File: src/rtl/fetch_stage.sv
// -----------------------------------------------------------------------------
// Module: fetch_stage
// Purpose:
//   Stage 1 of the 4-stage 8-bit pipeline. Owns the program counter, drives
//   the instruction-memory address and registers the IF/ID latch. Handles
//   hazard stalls, jump redirect with a wrong-path flush, and dropping of the
//   undefined opcode 10 (reported with a one-cycle illegal_op pulse).
//
// Configuration:
//   JUMP_EARLY_EN  When defined, IF pre-decodes the fetched opcode and takes
//                  jmp (opcode 11) immediately, so jumps cost no bubble and
//                  id_jump/id_jump_target are ignored. When undefined, jumps
//                  are resolved in ID through id_jump and cost one bubble.
//
// Ports:
//   clk             in   1        rising-edge clock
//   rst_n           in   1        asynchronous active-low reset
//   stall           in   1        hazard stall from decode; freezes PC and IF/ID
//   id_jump         in   1        jump resolved in ID
//   id_jump_target  in   PC_W     absolute jump target from ID
//   imem_addr       out  PC_W     instruction memory address (= pc)
//   imem_rdata      in   INSTR_W  combinational instruction memory data
//   pc              out  PC_W     current fetch PC
//   if_id_instr     out  INSTR_W  IF/ID instruction
//   if_id_pc        out  PC_W     PC of the IF/ID instruction
//   if_id_valid     out  1        IF/ID holds a real instruction
//   illegal_op      out  1        one-cycle pulse: opcode 10 fetched and dropped
// -----------------------------------------------------------------------------
module fetch_stage #(
    parameter int              PC_W     = 8,
    parameter int              INSTR_W  = 8,
    parameter logic [PC_W-1:0] RESET_PC = '0
) (
    input  logic               clk,
    input  logic               rst_n,
    input  logic               stall,
    input  logic               id_jump,
    input  logic [PC_W-1:0]    id_jump_target,
    output logic [PC_W-1:0]    imem_addr,
    input  logic [INSTR_W-1:0] imem_rdata,
    output logic [PC_W-1:0]    pc,
    output logic [INSTR_W-1:0] if_id_instr,
    output logic [PC_W-1:0]    if_id_pc,
    output logic               if_id_valid,
    output logic               illegal_op
);

    localparam logic [1:0] OP_UNDEF = 2'b10;

    logic [PC_W-1:0]    pc_q, pc_d;
    logic [INSTR_W-1:0] instr_q, instr_d;
    logic [PC_W-1:0]    ifPc_q, ifPc_d;
    logic               valid_q, valid_d;
    logic               illegal_q, illegal_d;

    logic [1:0]         opcode;
    logic               redirectId;
    logic               earlyJump;
    logic [PC_W-1:0]    earlyTarget;
    logic [PC_W-1:0]    pcPlusOne;

    assign opcode    = imem_rdata[INSTR_W-1 -: 2];
    assign pcPlusOne = pc_q + {{(PC_W-1){1'b0}}, 1'b1};

`ifdef JUMP_EARLY_EN
    localparam logic [1:0] OP_JMP = 2'b11;

    // The ID-stage redirect is not needed when jumps are taken in IF; the
    // inputs stay on the port list so both builds share one interface.
    logic unusedIdJump;
    assign unusedIdJump = ^{id_jump, id_jump_target};

    assign redirectId  = 1'b0;
    assign earlyJump   = (opcode == OP_JMP);
    assign earlyTarget = {{(PC_W-6){1'b0}}, imem_rdata[5:0]};
`else
    assign redirectId  = id_jump;
    assign earlyJump   = 1'b0;
    assign earlyTarget = '0;
`endif

    // Next-state selection with priority stall > ID redirect > sequential.
    // A stall holds everything, including any pending ID jump, because the
    // jump instruction is re-presented to ID once the stall clears.
    always_comb begin
        pc_d      = pc_q;
        instr_d   = instr_q;
        ifPc_d    = ifPc_q;
        valid_d   = valid_q;
        illegal_d = 1'b0;

        if (!stall) begin
            if (redirectId) begin
                // The word fetched this cycle is on the wrong path: flush it.
                pc_d    = id_jump_target;
                instr_d = '0;
                valid_d = 1'b0;
            end else begin
                ifPc_d = pc_q;
                pc_d   = earlyJump ? earlyTarget : pcPlusOne;
                if (opcode == OP_UNDEF) begin
                    // Undefined opcode becomes a bubble; fetch keeps going.
                    instr_d   = '0;
                    valid_d   = 1'b0;
                    illegal_d = 1'b1;
                end else begin
                    instr_d = imem_rdata;
                    valid_d = 1'b1;
                end
            end
        end
    end

    // PC and IF/ID latch; reset discards all in-flight state at once.
    always_ff @(posedge clk or negedge rst_n) begin
        if (!rst_n) begin
            pc_q      <= RESET_PC;
            instr_q   <= '0;
            ifPc_q    <= '0;
            valid_q   <= 1'b0;
            illegal_q <= 1'b0;
        end else begin
            pc_q      <= pc_d;
            instr_q   <= instr_d;
            ifPc_q    <= ifPc_d;
            valid_q   <= valid_d;
            illegal_q <= illegal_d;
        end
    end

    assign imem_addr   = pc_q;
    assign pc          = pc_q;
    assign if_id_instr = instr_q;
    assign if_id_pc    = ifPc_q;
    assign if_id_valid = valid_q;
    assign illegal_op  = illegal_q;

endmodule

File: config.mk
export PLATFORM = sky130hd
export DESIGN_NAME = fetch_stage
export DESIGN_NICKNAME = d
export VERILOG_FILES = /design/src/rtl/fetch_stage.sv
export SDC_FILE = /design/constraint.sdc
export NUM_CORES = 1
export LEC_CHECK = 0
export CORE_UTILIZATION = 44
export DETAILED_ROUTE_END_ITERATION = 8
export PLACE_DENSITY = 0.84
export SLEW_MARGIN = 25
export SYNTH_ARGS = -nofsm -noshare
export SYNTH_HDL_FRONTEND = slang
export SYNTH_SLANG_ARGS = --single-unit
File: constraint.sdc
create_clock -name clk -period 1.9 [get_ports clk]
set_input_delay 0.57 -clock clk [delete_from_list [all_inputs] [get_ports clk]]
set_output_delay 0.57 -clock clk [all_outputs]
set_load 0.01 [all_outputs]
==> flow_metrics.tcl <==
set metrics [dict create \
    ys_ff_latch 26 \
    ys_seq_area_share_pct 53.3 \
    syn_nets 132 \
    rsz0062_at_grt "no" \
    finalPower_w 0.00156 \
    core-area_um2 2540 \
    drive_above_1_share_pct 21.3 \
    cts-buffers-inserted 3 \
    critical_path_arrival_ps 1290 \
    io_buffers 53 \
    hold_buffers 0 \
    path_delay_family "buffers and inverters" \
    grt_pass1_wl_um 4730 \
    drv_cap 0 \
    cts_root_buf "clkbuf_4" \
    p_leak_nw 0.855 \
    crit_path_top_delay_cell "clkdlybuf4s50_1" \
    clock_sinks 26 \
    ys_types 33 \
    syn_to_final_growth_pct 55.6 \
    fp.dieW_um 54.7 \
    max_stage_delay_ps 550 \
    clockBufferDepth 2 \
    clkPwrFrac_pct 14.2 \
    synth_warnings 0 \
    syn_area_per_cell_um2 11.0 \
    syn_inst 111 \
    ys.flop_type "dfrtp_1" \
    h-tree-depth 1 \
    nets 197 \
    slew-limit-headroom_pct 78.4 \
    seq_power_share_pct 45.0 \
    hold_class "reg -> reg" \
    path_cells "clkdlybuf4s50_1" \
    initial_utilization_pct 48.0 \
    crit_path_end_kind "primary output" \
    worstMarginPinSlew_ps 324 \
    fmax_ghz 0.538 \
    clk_pin_slew_worst_paths_ps 130 \
    required_ps 1330 \
    first_iter_violations 19 \
    crit_buf_inv 1 \
    status "complete, no violations" \
    final_max_slew_viol_count 0 \
    register_area_um2 656 \
    peakVddDrop_v 0.000653 \
    finalWorstSetupSlack_ps 42.9 \
    ant_nets 0 \
    hold_violations 0 \
    row_count 18 \
    via_per_inst 5.45 \
    antenna_found_initial 0 \
    fin_crit_sh_pct 97.7 \
    syn_area_um2 1220 \
    fill_cells 192 \
    n_antenna_cell 0 \
    drt-total-wl_um 3210 \
    globalplace.congestion 0.887 \
    combinationalPowerShare_pct 40.8 \
    finalCriticalPeriod_ps 1860 \
    skew_ps 1.60 \
    p_per_area_nw_per_um2 823 \
    gr-total-overflow 0 \
    setup_viol_count_final 0 \
    drcViolationCount 0 \
    switchingPower_w 0.000465 \
    wl_per_cell_um 15.8 \
    multi_input_comb_area_um2 460 \
    cts_tree "built" \
    grt_max_degree 27 \
    critPathLaunchType "flop" \
    gr-usage-all-layers_pct 22.6 \
    hpwl_um 2180 \
    pre_cts_ws_ps -43.0 \
    cp_max_fo 6 \
    post-route-util_pct 74.7 \
    synth_edf_count 0 \
    drtPass1Iterations 4 \
    die-area_um2 2990 \
    clkLatencyLatePin_ps 310 \
    num_vias 1112 \
    async_reset_ff_share_pct 100 \
    io-pin-count 54 \
    p_int_w 0.00110 \
    worstSetupPathType "reg -> out" \
    grt_pass1_vias 1034 \
    p_sw_share_pct 29.7 \
    dieHeight_um 54.7 \
]
routing by layer:
| metal | track usage (%) | vias to the layer above | share of wire [%] |
|---|---|---|---|
| met5 | 0 | - | 0 |
| met4 | 3.85 | 0 | 1.2 |
| met3 | 5.00 | 8 | 6.0 |
| met2 | 41.2 | 44 | 53 |
| met1 | 27.0 | 543 | 40 |
| li1 | - | 517 | - |
cells in the final DEF (no fill, tap or decap):
| cell type | count |
|---|---|
| a211oi_1 | 1 |
| a21o_1 | 1 |
| a21oi_1 | 1 |
| a21oi_2 | 1 |
| a22o_1 | 7 |
| a22oi_1 | 4 |
| a31oi_1 | 1 |
| and3_1 | 1 |
| and3b_1 | 1 |
| buf_12 | 1 |
| buf_4 | 20 |
| clkbuf_4 | 3 |
| clkdlybuf4s50_1 | 51 |
| dfrtp_1 | 22 |
| dfrtp_2 | 4 |
| dlymetal6s2s_1 | 2 |
| ha_1 | 1 |
| inv_1 | 5 |
| mux2_2 | 7 |
| mux2i_1 | 2 |
| nand2_1 | 7 |
| nand3_1 | 3 |
| nand3b_1 | 1 |
| nand4_1 | 1 |
| nor2_1 | 3 |
| nor2b_1 | 2 |
| nor3_1 | 3 |
| nor3b_1 | 3 |
| nor4b_1 | 1 |
| o21a_1 | 1 |
| o21ai_0 | 9 |
| o31ai_1 | 1 |
| or2_1 | 1 |
| or3b_2 | 1 |
| or4_1 | 1 |
logic make-up after synthesis:
kind of cell	count (synthesis)	synth area share (%)
and+or+nand+nor	29	13.3
AOI/OAI and AO/OA	27	15.3
DFF	26	53.3
buffers and inverters	19	9.02
muxes	9	8.09
adders and majority gates	1	1.02
area by class of cell:
cell class	count	share of cell area, %
Inverter	5	0.987
Sequential cell	26	34.5
Multi-Input combinational cell	66	24.2
Clock buffer	3	1.18
Tap cell	30	1.97
Timing Repair Buffer	74	37.1
registers in the layout, indices dropped and copies added (netlist names):
signal	count
if_id_instr	8
if_id_pc	8
imem_addr	8
if_id_valid	1
illegal_op	1
power by group through the flow:
stage	clock network [W]	logic [W]	registers, W
finish	0.000223	0.000638	0.000703
global route	0.000243	0.000684	0.000716
CTS	0.000227	0.000593	0.000714
detailed placement	0	0.000551	0.000737
global placement	0	0.000539	0.000730
floorplan	0	0.000211	0.000762
what timing repair did:
action | in CTS | in global routing
resized for setup | 4 | 2
endpoints found under the setup margin | 10 | 8
setup buffers | 3 | 6
cell usage after synthesis (2+ instances only):
library cell	count	area, um2
mux2i_1	2	20.0
dfrtp_1	26	651
o21ai_0	9	45.0
mux2_2	7	78.8
a22o_1	7	61.3
nand2_1	7	26.3
nor3b_1	3	22.5
a22oi_1	4	30.0
nand3_1	3	15.0
clkbuf_1	4	15.0
buf_4	8	60.1
inv_1	5	18.8
nor3_1	3	15.0
nor2_1	3	11.3
nor2b_1	2	12.5
final timing paths:
check	start	end	slack, ps	cells after the start
min in group asynchronous	rst_n	imem_addr[0]	600	2
max in group asynchronous	rst_n	imem_addr[5]	1030	2
hold / removal	if_id_valid	if_id_valid	500	1
hold reg to reg	if_id_valid	if_id_valid	500	1
setup reg to reg	imem_addr[2]	imem_addr[5]	490	4
setup / recovery	imem_addr[1]	pc[1]	40	1
metrics by stage:
step | hold WS, ps | area [um2] | cells | setup TNS (ps)
global route | 514 | 1900 | 204 | 0
detailed placement | 466 | 1800 | 192 | -273
global placement | 463 | 1800 | 192 | -47.1
finish | 496 | 1900 | 204 | 0
floorplan | 274 | 1220 | 111 | 0
CTS | 500 | 1850 | 198 | 0
No activity file was read; power rests on OpenSTA's default activity.
==> RTL edit, RTL diff (same flow settings) <==
Add a define of `JUMP_EARLY_EN`.
--- a/src/rtl/fetch_stage.sv
+++ b/src/rtl/fetch_stage.sv
@@ -28,2 +28,4 @@
 // -----------------------------------------------------------------------------
+`define JUMP_EARLY_EN
+
 module fetch_stage #(
Check against the original RTL: not equivalent (Yosys sat finds a counterexample within 4 cycles, from zero or initial values and one cycle with rst_n low).
==> RTL edit against the unedited design <==
- utilization is 5.6 points lower
- worst setup slack better by 0.014 ns
- total power is 23% higher
- wire length is 14% lower
- synthesized area is 1.2% higher
- design area is 6.6% lower
- sequential cell count stayed put
- via count is 4.9% lower
- count of clock-buffer cells in the layout stayed put
- critical endpoint is now pc[0]
- largest cell class is now sequential cells
==> RTL edit: results (changes against the unedited design) <==
stage	metric	value	unit	change
sta	Final WS setup	0.0572	ns	+0.0144 ns
status	status	finished, final reports clean		
sta	Hold WS	0.519	ns	+0.0222 ns
synth	ranking of synthesized cells by area	dfrtp_1 (53%), mux2_2 (8.2%), nand2_1 (5.8%)		
sta	worst clock skew	0.00785	ns	+0.00624 ns
synth	Avg Cell Area, Syn	10.5	µm²	-4.8%
critical_path	critical path startpoint	imem_addr[0]		
routing	vias per cell	5.37		-1.6%
routing	metal1 wirelength	1.23	mm	-3.1%
finish	fin util	69.1	%	-5.6 points
finish	Multi-input gate area	488	µm²	+6.0%
finish	#MultiIn Comb	75		+14%
global_routing	GR Util met1	26.6	%	-0.43 points
synth	synth unique cells	31		-6.1%
power_and_ir_drop	IR drop worst, VDD	0.750	mV	+15%
placed_design	dpl cell area	0.00171	mm²	-5.0%
power_and_ir_drop	switching pwr	620	µW	+33%
routing	final wirelength	2.78	mm	-14%
synth	Synth Net Count	139		+5.3%
power_and_ir_drop	Internal Pwr Total	1.31	mW	+19%
finish	number of non-clock inverters	3		-2
global_routing	GRT Util Overall	21.4	%	-1.2 points
critical_path	flop-to-flop setup slack	0.51	ns	+0.02 ns
placed_design	Placement Setup Slack	-0.0588	ns	-0.0158 ns
global_routing	vias in the first global route	1010		-2.3%
placed_design	placed cell count	189		-1.6%
critical_path	WP data arrival	1.27	ns	-0.02 ns
power_and_ir_drop	Seq group	774	µW	+10%
routing	Iter 0 DRT Violations	6		-13
placed_design	Detailed Place HPWL	2.02	mm	-7.3%
placed_design	I/O Buffers	44		-17%
synth	commonest cells in the netlist	dfrtp_1 (26), nand2_1 (19), mux2_2 (9), buf_4 (8), o21ai_0 (8)		
routing	wire length on met3	168	µm	-13%
finish	non-clock buffer share of cell area	31.6	%	-5.5 points
## RTL edit: cell count changes after synthesis, moves of 3 or more
cell	before	now
a22oi_1	4	0
nand2_1	7	19
a22o_1	7	0
nor3b_1	3	0
a21oi_1	1	5
## RTL edit: tightest hold or removal path, delay by kind of cell (launching register included)
kind / cells / cell delay, ns
simple gates: 1 / 0.05
flops: 1 / 0.37
compound gates: 1 / 0.06
## RTL edit: cell families after synthesis
group	share of synthesized area [%]
flip-flops	52.6
buffers and inverters	7.89
multiplexers	9.82
adder cells (fa/ha/maj)	1.01
AND/OR/NAND/NOR	15.9
AO/OA/AOI/OAI	12.8
## RTL edit: repair_timing
action | CTS | global route
hold buffers | 0 | 0
gates cloned | 0 | 0
setup buffers | 4 | 1
endpoints found under the setup margin | 10 | 2
gates resized for setup | 3 | 0
